==> src/rtl/lcd1602_pkg.sv <==
// Shared types and init-sequence constants for the LCD1602 write sequencer.
package lcd1602_pkg;

  typedef enum logic [2:0] {PWRUP, LOAD, SETUP, PULSE, HOLD, WAIT, IDLE} state_t;

  localparam int         INIT_LEN = 6;
  localparam logic [7:0] CLR      = 8'h01;
  localparam logic [7:0] FUNC8    = 8'h38;
  localparam logic [7:0] DISP_ON  = 8'h0C;
  localparam logic [7:0] ENTRY    = 8'h06;

  function automatic logic [7:0] init_byte(input logic [2:0] idx);
    case (idx)
      3'd0, 3'd1, 3'd2: return FUNC8;
      3'd3:             return DISP_ON;
      3'd4:             return CLR;
      default:          return ENTRY;
    endcase
  endfunction

  // The three wake-up writes and the clear need the long execution time.
  function automatic logic init_long(input logic [2:0] idx);
    return (idx <= 3'd2) || (idx == 3'd4);
  endfunction

  // Clear (0x01) and home (0x02/0x03) are the only slow instructions.
  function automatic logic cmd_long(input logic rs, input logic [5:0] hi);
    return !rs && (hi == 6'd0);
  endfunction

endpackage

==> src/rtl/lcd1602_timer.sv <==
// Loadable down-counter; done is high while the count sits at zero.
module lcd1602_timer #(
  parameter int           W       = 8,
  parameter logic [W-1:0] RST_VAL = '0
) (
  input  logic         clk,
  input  logic         rst,
  input  logic         load,
  input  logic [W-1:0] load_val,
  output logic         done
);

  logic [W-1:0] cnt;

  always_ff @(posedge clk) begin
    if (rst)             cnt <= RST_VAL;
    else if (load)       cnt <= load_val;
    else if (cnt != '0)  cnt <= cnt - 1'b1;
  end

  assign done = (cnt == '0);

endmodule

==> src/rtl/lcd1602_ctrl.sv <==
// HD44780 / LCD1602 sequencer: power-up delay, init ROM, then a valid/ready byte-write port.
module lcd1602_ctrl
  import lcd1602_pkg::*;
#(
  parameter int SETUP_CYC  = 4,
  parameter int EN_CYC     = 25,
  parameter int HOLD_CYC   = 4,
  parameter int WAIT_SHORT = 2500,
  parameter int WAIT_LONG  = 250000,
  parameter int PWRUP_CYC  = 1000000
) (
  input  logic       clk,
  input  logic       rst,
  input  logic       cmd_valid,
  output logic       cmd_ready,
  input  logic       cmd_rs,
  input  logic [7:0] cmd_data,
  output logic       init_done,
  output logic       busy,
  output logic       rs,
  output logic       rw,
  output logic       en,
  output logic [7:0] dat
);

  localparam int MAXC = (PWRUP_CYC > WAIT_LONG) ? PWRUP_CYC : WAIT_LONG;
  localparam int TW   = $clog2(MAXC) + 1;

  localparam logic [TW-1:0] T_SETUP = TW'(SETUP_CYC - 1);
  localparam logic [TW-1:0] T_EN    = TW'(EN_CYC - 1);
  localparam logic [TW-1:0] T_HOLD  = TW'(HOLD_CYC - 1);
  localparam logic [TW-1:0] T_SHORT = TW'(WAIT_SHORT - 1);
  localparam logic [TW-1:0] T_LONG  = TW'(WAIT_LONG - 1);
  localparam logic [TW-1:0] T_PWRUP = TW'(PWRUP_CYC - 1);

  state_t        state;
  logic [2:0]    idx;
  logic          req_rs;
  logic [7:0]    req_data;
  logic          long_q;
  logic          t_load;
  logic [TW-1:0] t_val;
  logic          t_done;

  assign rw = 1'b0;

  // Timer is reloaded on every phase change; its reset value covers PWRUP.
  always_comb begin
    t_load = 1'b0;
    t_val  = '0;
    case (state)
      LOAD:  begin t_load = 1'b1; t_val = T_SETUP; end
      SETUP: if (t_done) begin t_load = 1'b1; t_val = T_EN; end
      PULSE: if (t_done) begin t_load = 1'b1; t_val = T_HOLD; end
      HOLD:  if (t_done) begin t_load = 1'b1; t_val = long_q ? T_LONG : T_SHORT; end
      default: ;
    endcase
  end

  lcd1602_timer #(.W(TW), .RST_VAL(T_PWRUP)) u_timer (
    .clk      (clk),
    .rst      (rst),
    .load     (t_load),
    .load_val (t_val),
    .done     (t_done)
  );

  always_ff @(posedge clk) begin
    if (rst) begin
      state     <= PWRUP;
      idx       <= '0;
      req_rs    <= 1'b0;
      req_data  <= '0;
      long_q    <= 1'b0;
      rs        <= 1'b0;
      dat       <= '0;
      en        <= 1'b0;
      cmd_ready <= 1'b0;
      init_done <= 1'b0;
      busy      <= 1'b1;
    end else begin
      // Registered from the state, so en is a clean strobe one cycle behind PULSE.
      en <= (state == PULSE);
      case (state)
        PWRUP: if (t_done) state <= LOAD;
        LOAD: begin
          if (!init_done) begin
            rs     <= 1'b0;
            dat    <= init_byte(idx);
            long_q <= init_long(idx);
          end else begin
            rs     <= req_rs;
            dat    <= req_data;
            long_q <= cmd_long(req_rs, req_data[7:2]);
          end
          state <= SETUP;
        end
        SETUP: if (t_done) state <= PULSE;
        PULSE: if (t_done) state <= HOLD;
        HOLD:  if (t_done) state <= WAIT;
        WAIT: if (t_done) begin
          if (!init_done && idx != 3'(INIT_LEN - 1)) begin
            idx   <= idx + 3'd1;
            state <= LOAD;
          end else begin
            init_done <= 1'b1;
            cmd_ready <= 1'b1;
            busy      <= 1'b0;
            state     <= IDLE;
          end
        end
        IDLE: if (cmd_valid && cmd_ready) begin
          req_rs    <= cmd_rs;
          req_data  <= cmd_data;
          cmd_ready <= 1'b0;
          busy      <= 1'b1;
          state     <= LOAD;
        end
        default: state <= PWRUP;
      endcase
    end
  end

endmodule

==> config.mk <==
export PLATFORM = sky130hd
export DESIGN_NAME = lcd1602_ctrl
export DESIGN_NICKNAME = d
export VERILOG_FILES = /design/src/rtl/lcd1602_pkg.sv /design/src/rtl/lcd1602_timer.sv /design/src/rtl/lcd1602_ctrl.sv
export SDC_FILE = /design/constraint.sdc
export NUM_CORES = 1
export LEC_CHECK = 0
export BUFFER_PORTS_ARGS = -buffer_cell sky130_fd_sc_hd__buf_2
export CAP_MARGIN = 15
export CORE_ASPECT_RATIO = 0.7
export CORE_UTILIZATION = 40
export CTS_CLUSTER_DIAMETER = 120
export DETAILED_ROUTE_END_ITERATION = 12
export SYNTH_ARGS = -nofsm -noshare
export SYNTH_HDL_FRONTEND = slang
export SYNTH_SLANG_ARGS = --single-unit
==> constraint.sdc <==
create_clock -name clk -period 2.3 [get_ports clk]
set_input_delay 0.345 -clock clk [delete_from_list [all_inputs] [get_ports clk]]
set_output_delay 0.345 -clock clk [all_outputs]
set_load 0.005 [all_outputs]
==> results.cfg <==
[yosys]
number_of_synthesized_flops_with_an_enable_pin = 0
postSynthRegisterBits = 50
asyncSetResetFlopFracSynth_pct = 0
yosys.area.top_type_share_pct = 38.3
synthesis.nets = 337
synth_area_leaders = dfxtp_1 38%, nor2_1 5.0%, mux2i_1 5.0%
synthCells = 319
largest_area_contributor_in_the_synthesized_netlist = dfxtp_1
yosys_most_used_dff = dfxtp_1
synth.yosys.warnings = 0
ys_types = 53
sequential_fraction_of_the_synthesis_area_pct = 38.3
netlist_area_before_placement_sq_um = 2610
post_synth.cell_area_avg_sq_um = 8.19

[route]
met3RoutedLength_um = 459
drt-wirelength-per-cell_um = 15.8
number_of_drc_violations_after_detailed_routing_iteration_0 = 217
drt_drc_violations_left = 0
top_signal_layer_used = met4
detailroute.wirelength.met2_mm = 2.59
route.final.wire_length_mm = 6.93
vias = 2450
drt-pass1-iter-count = 5
post_detailed_route_via_to_cell_ratio = 5.58
detail_route.wirelength.met1_mm = 3.84
route.antenna.remaining_nets = 0

[clock_network]
clockRootBuffer = clkbuf_8
clock_sink_count = 50
clkLatencyLatePin_ns = 0.31
htree_levels = 2
post-cts-setup-buffers = 0
num_cts_buffers = 5
clock_path_buffers = 2
cts.clk_slew.worst_paths_ns = 0.10
cts_tree = done

[final_layout]
filler_cell_count = 608
mostFrequentLayoutCell = dfxtp_1
layout.cells.non_filler = 439
diodes = 0
areaGrowthSynthToFinish_pct = 19.0
utilization_pct = 49.5
finish.net_count = 378
final_cell_mix = 50 x dfxtp_1, 35 x nor2_1, 31 x nand2_1
post_route_cells_drive_above_1_share_pct = 21.1
finish.instance_area_sq_um = 3110

[timing]
final_max_slew_viol_count = 0
max_freq_mhz = 448
finalCriticalPeriod_ns = 2.23
worst_pin_slew_ns = 0.484
rsz0062_at_grt = yes
timing.max_slew.rel_slack_pct = 66.9
fraction_of_the_cycle_the_final_worst_path_needs_pct = 97.2
setup_viol = 0
fin_worst_skew_ns = 0.00757
finalHoldViolCount = 0

[worst_setup_path]
setup.worst_path.class = reg2reg
cp_max_fo = 5
worst-endpoint-required_ns = 2.50
path_delay_family = simple AND/OR/NAND/NOR gates
timing.critical_path.cells = inv_2 -> ha_2 -> or4b_4 -> or4_4 -> o21ai_4 -> a31oi_1 -> a21o_1
cell_type_of_the_slowest_stage_on_the_worst_timing_path = or4_4
critPathArrivalTime_ns = 2.44
crit_path_start_kind = register
setup.worst_path.end_class = register
critical-path-max-stage-delay_ns = 0.57
timing.critical_path.buf_inv = 1

[global_routing]
largest_net_degree_at_the_start_of_global_routing = 29
grt_antenna_before_repair = 0
grt_pass1_wl_mm = 11.3
globalRouteOverflowTotal = 0
via_count_of_the_first_global_routing_pass = 2202
grt_util_all_layers_pct = 21.2

[die]
std_cell_rows = 24
die_area_sq_um = 6870
initial_util_pct = 41.6
fp.dieW_um = 98.6
io_pins = 26
core-area_sq_um = 6280
dieHeight_um = 69.6

[pwr]
power_frac_seq_pct = 59.5
p_sw_share_pct = 24.1
power.share.combinational_pct = 3.8
p_int_mw = 1.11
powerDensity_nw_per_um2 = 472
post-layout-total-power_mw = 1.47
irDropWorstVdd_v = 0.000273
switching_pwr_mw = 0.353
power.share.clock_pct = 36.7
leakage_nw = 1.22

[placement]
gpl_congestion = 0.901
place.detailed.hpwl_mm = 5.25
placed_area_sq_um = 2980
dp.cells = 431
buffer_ports.inserted = 24

[job]
drv.max_cap_violation_count = 0

[worst_hold_path]
min-delay-path-class = in2reg

[run_status]
outcome = finished, final reports clean
## worst paths after layout
path               endpoint  slack (ns)           start  cells past startpoint
max          u_timer.cnt[9]        0.07  u_timer.cnt[1]                      7
min             req_data[1]        0.26     cmd_data[1]                      3
max reg2reg  u_timer.cnt[9]        0.07  u_timer.cnt[1]                      7
min reg2reg          dat[3]        0.45          dat[3]                      2
## per-layer routing
layer,vias to the layer above,GRT usage [%]
li1,1221,-
met1,1134,34.7
met2,87,27.2
met3,8,3.93
met4,0,5.80
met5,-,0
## registers in the layout, summed over array words and instances (netlist names)
signal       cells
idx              3
busy             1
u_timer.cnt     21
en               1
state            3
dat              8
req_rs           1
init_done        1
cmd_ready        1
rs               1
req_data         8
long_q           1
## through the flow
step / setup slack, ns / hold slack, ns / setup TNS (ns)
floorplan: 0.0291 / 0.443 / 0
global placement: 0.0710 / 0.437 / 0
detailed placement: 0.0137 / 0.442 / 0
CTS: 0.00116 / 0.253 / 0
global route: -0.0170 / 0.272 / -0.0321
finish: 0.0654 / 0.261 / 0
## kinds of logic after synthesis
family,after synthesis,synth area share (%)
adder cells (fa/ha/maj),6,2.87
XOR/XNOR,15,5.03
other,1,0.143
multiplexers,13,4.98
buffers and inverters,32,5.12
AO/OA/AOI/OAI,75,18.0
flip-flops,50,38.3
AND/OR/NAND/NOR,127,25.6
## what timing repair did
| item | 4_1_cts | 5_1_grt |
|---|---|---|
| setup endpoints to repair | 0 | 19 |
| gates resized for setup | 0 | 8 |
| hold buffers | 0 | 0 |
## worst reg2reg max path, stage by stage, from the launching register on
cell	delay, ns
dfxtp_1	0.33
inv_2	0.06
ha_2	0.16
or4b_4	0.50
or4_4	0.57
o21ai_4	0.23
a31oi_1	0.09
a21o_1	0.20
## power groups by stage
stage	registers (mW)	clock network (mW)	logic, mW
after floorplan	0.894	0	0.0269
after global routing	0.873	0.590	0.0623
after detailed placement	0.892	0	0.0546
after global placement	0.892	0	0.0543
final	0.872	0.539	0.0554
after CTS	0.872	0.554	0.0548
## synthesized netlist by cell type (2+ instances only)
cell type / n
dfxtp_1: 50
nor2_1: 35
nand2_1: 31
a21oi_1: 21
nor3_1: 16
clkbuf_1: 14
inv_1: 13
mux2i_1: 13
xnor2_1: 12
o21ai_0: 11
nand3_1: 10
o21ai_1: 10
nor4_1: 7
ha_1: 6
a21o_1: 5
a211oi_1: 4
o31ai_1: 4
or4_1: 4
a311oi_1: 3
a31oi_1: 3
nand2b_1: 3
nand4_1: 3
xor2_1: 3
a41oi_1: 2
buf_2: 2
nor2b_1: 2
nor4_2: 2
o21a_1: 2
or3_1: 2
or4_4: 2
or4b_1: 2
## layout make-up
cell class / count / area, sq um / area share (%)
well taps: 78 / 97.6 / 3.14
clock buffers: 5 / 68.8 / 2.21
multi-input cells: 237 / 1520 / 48.8
inverters: 13 / 48.8 / 1.57
flip-flops and latches: 50 / 1000 / 32.2
repair buffers: 53 / 350 / 11.3
clock inverters: 3 / 25.0 / 0.805
Power figures use the tool's default switching activity.
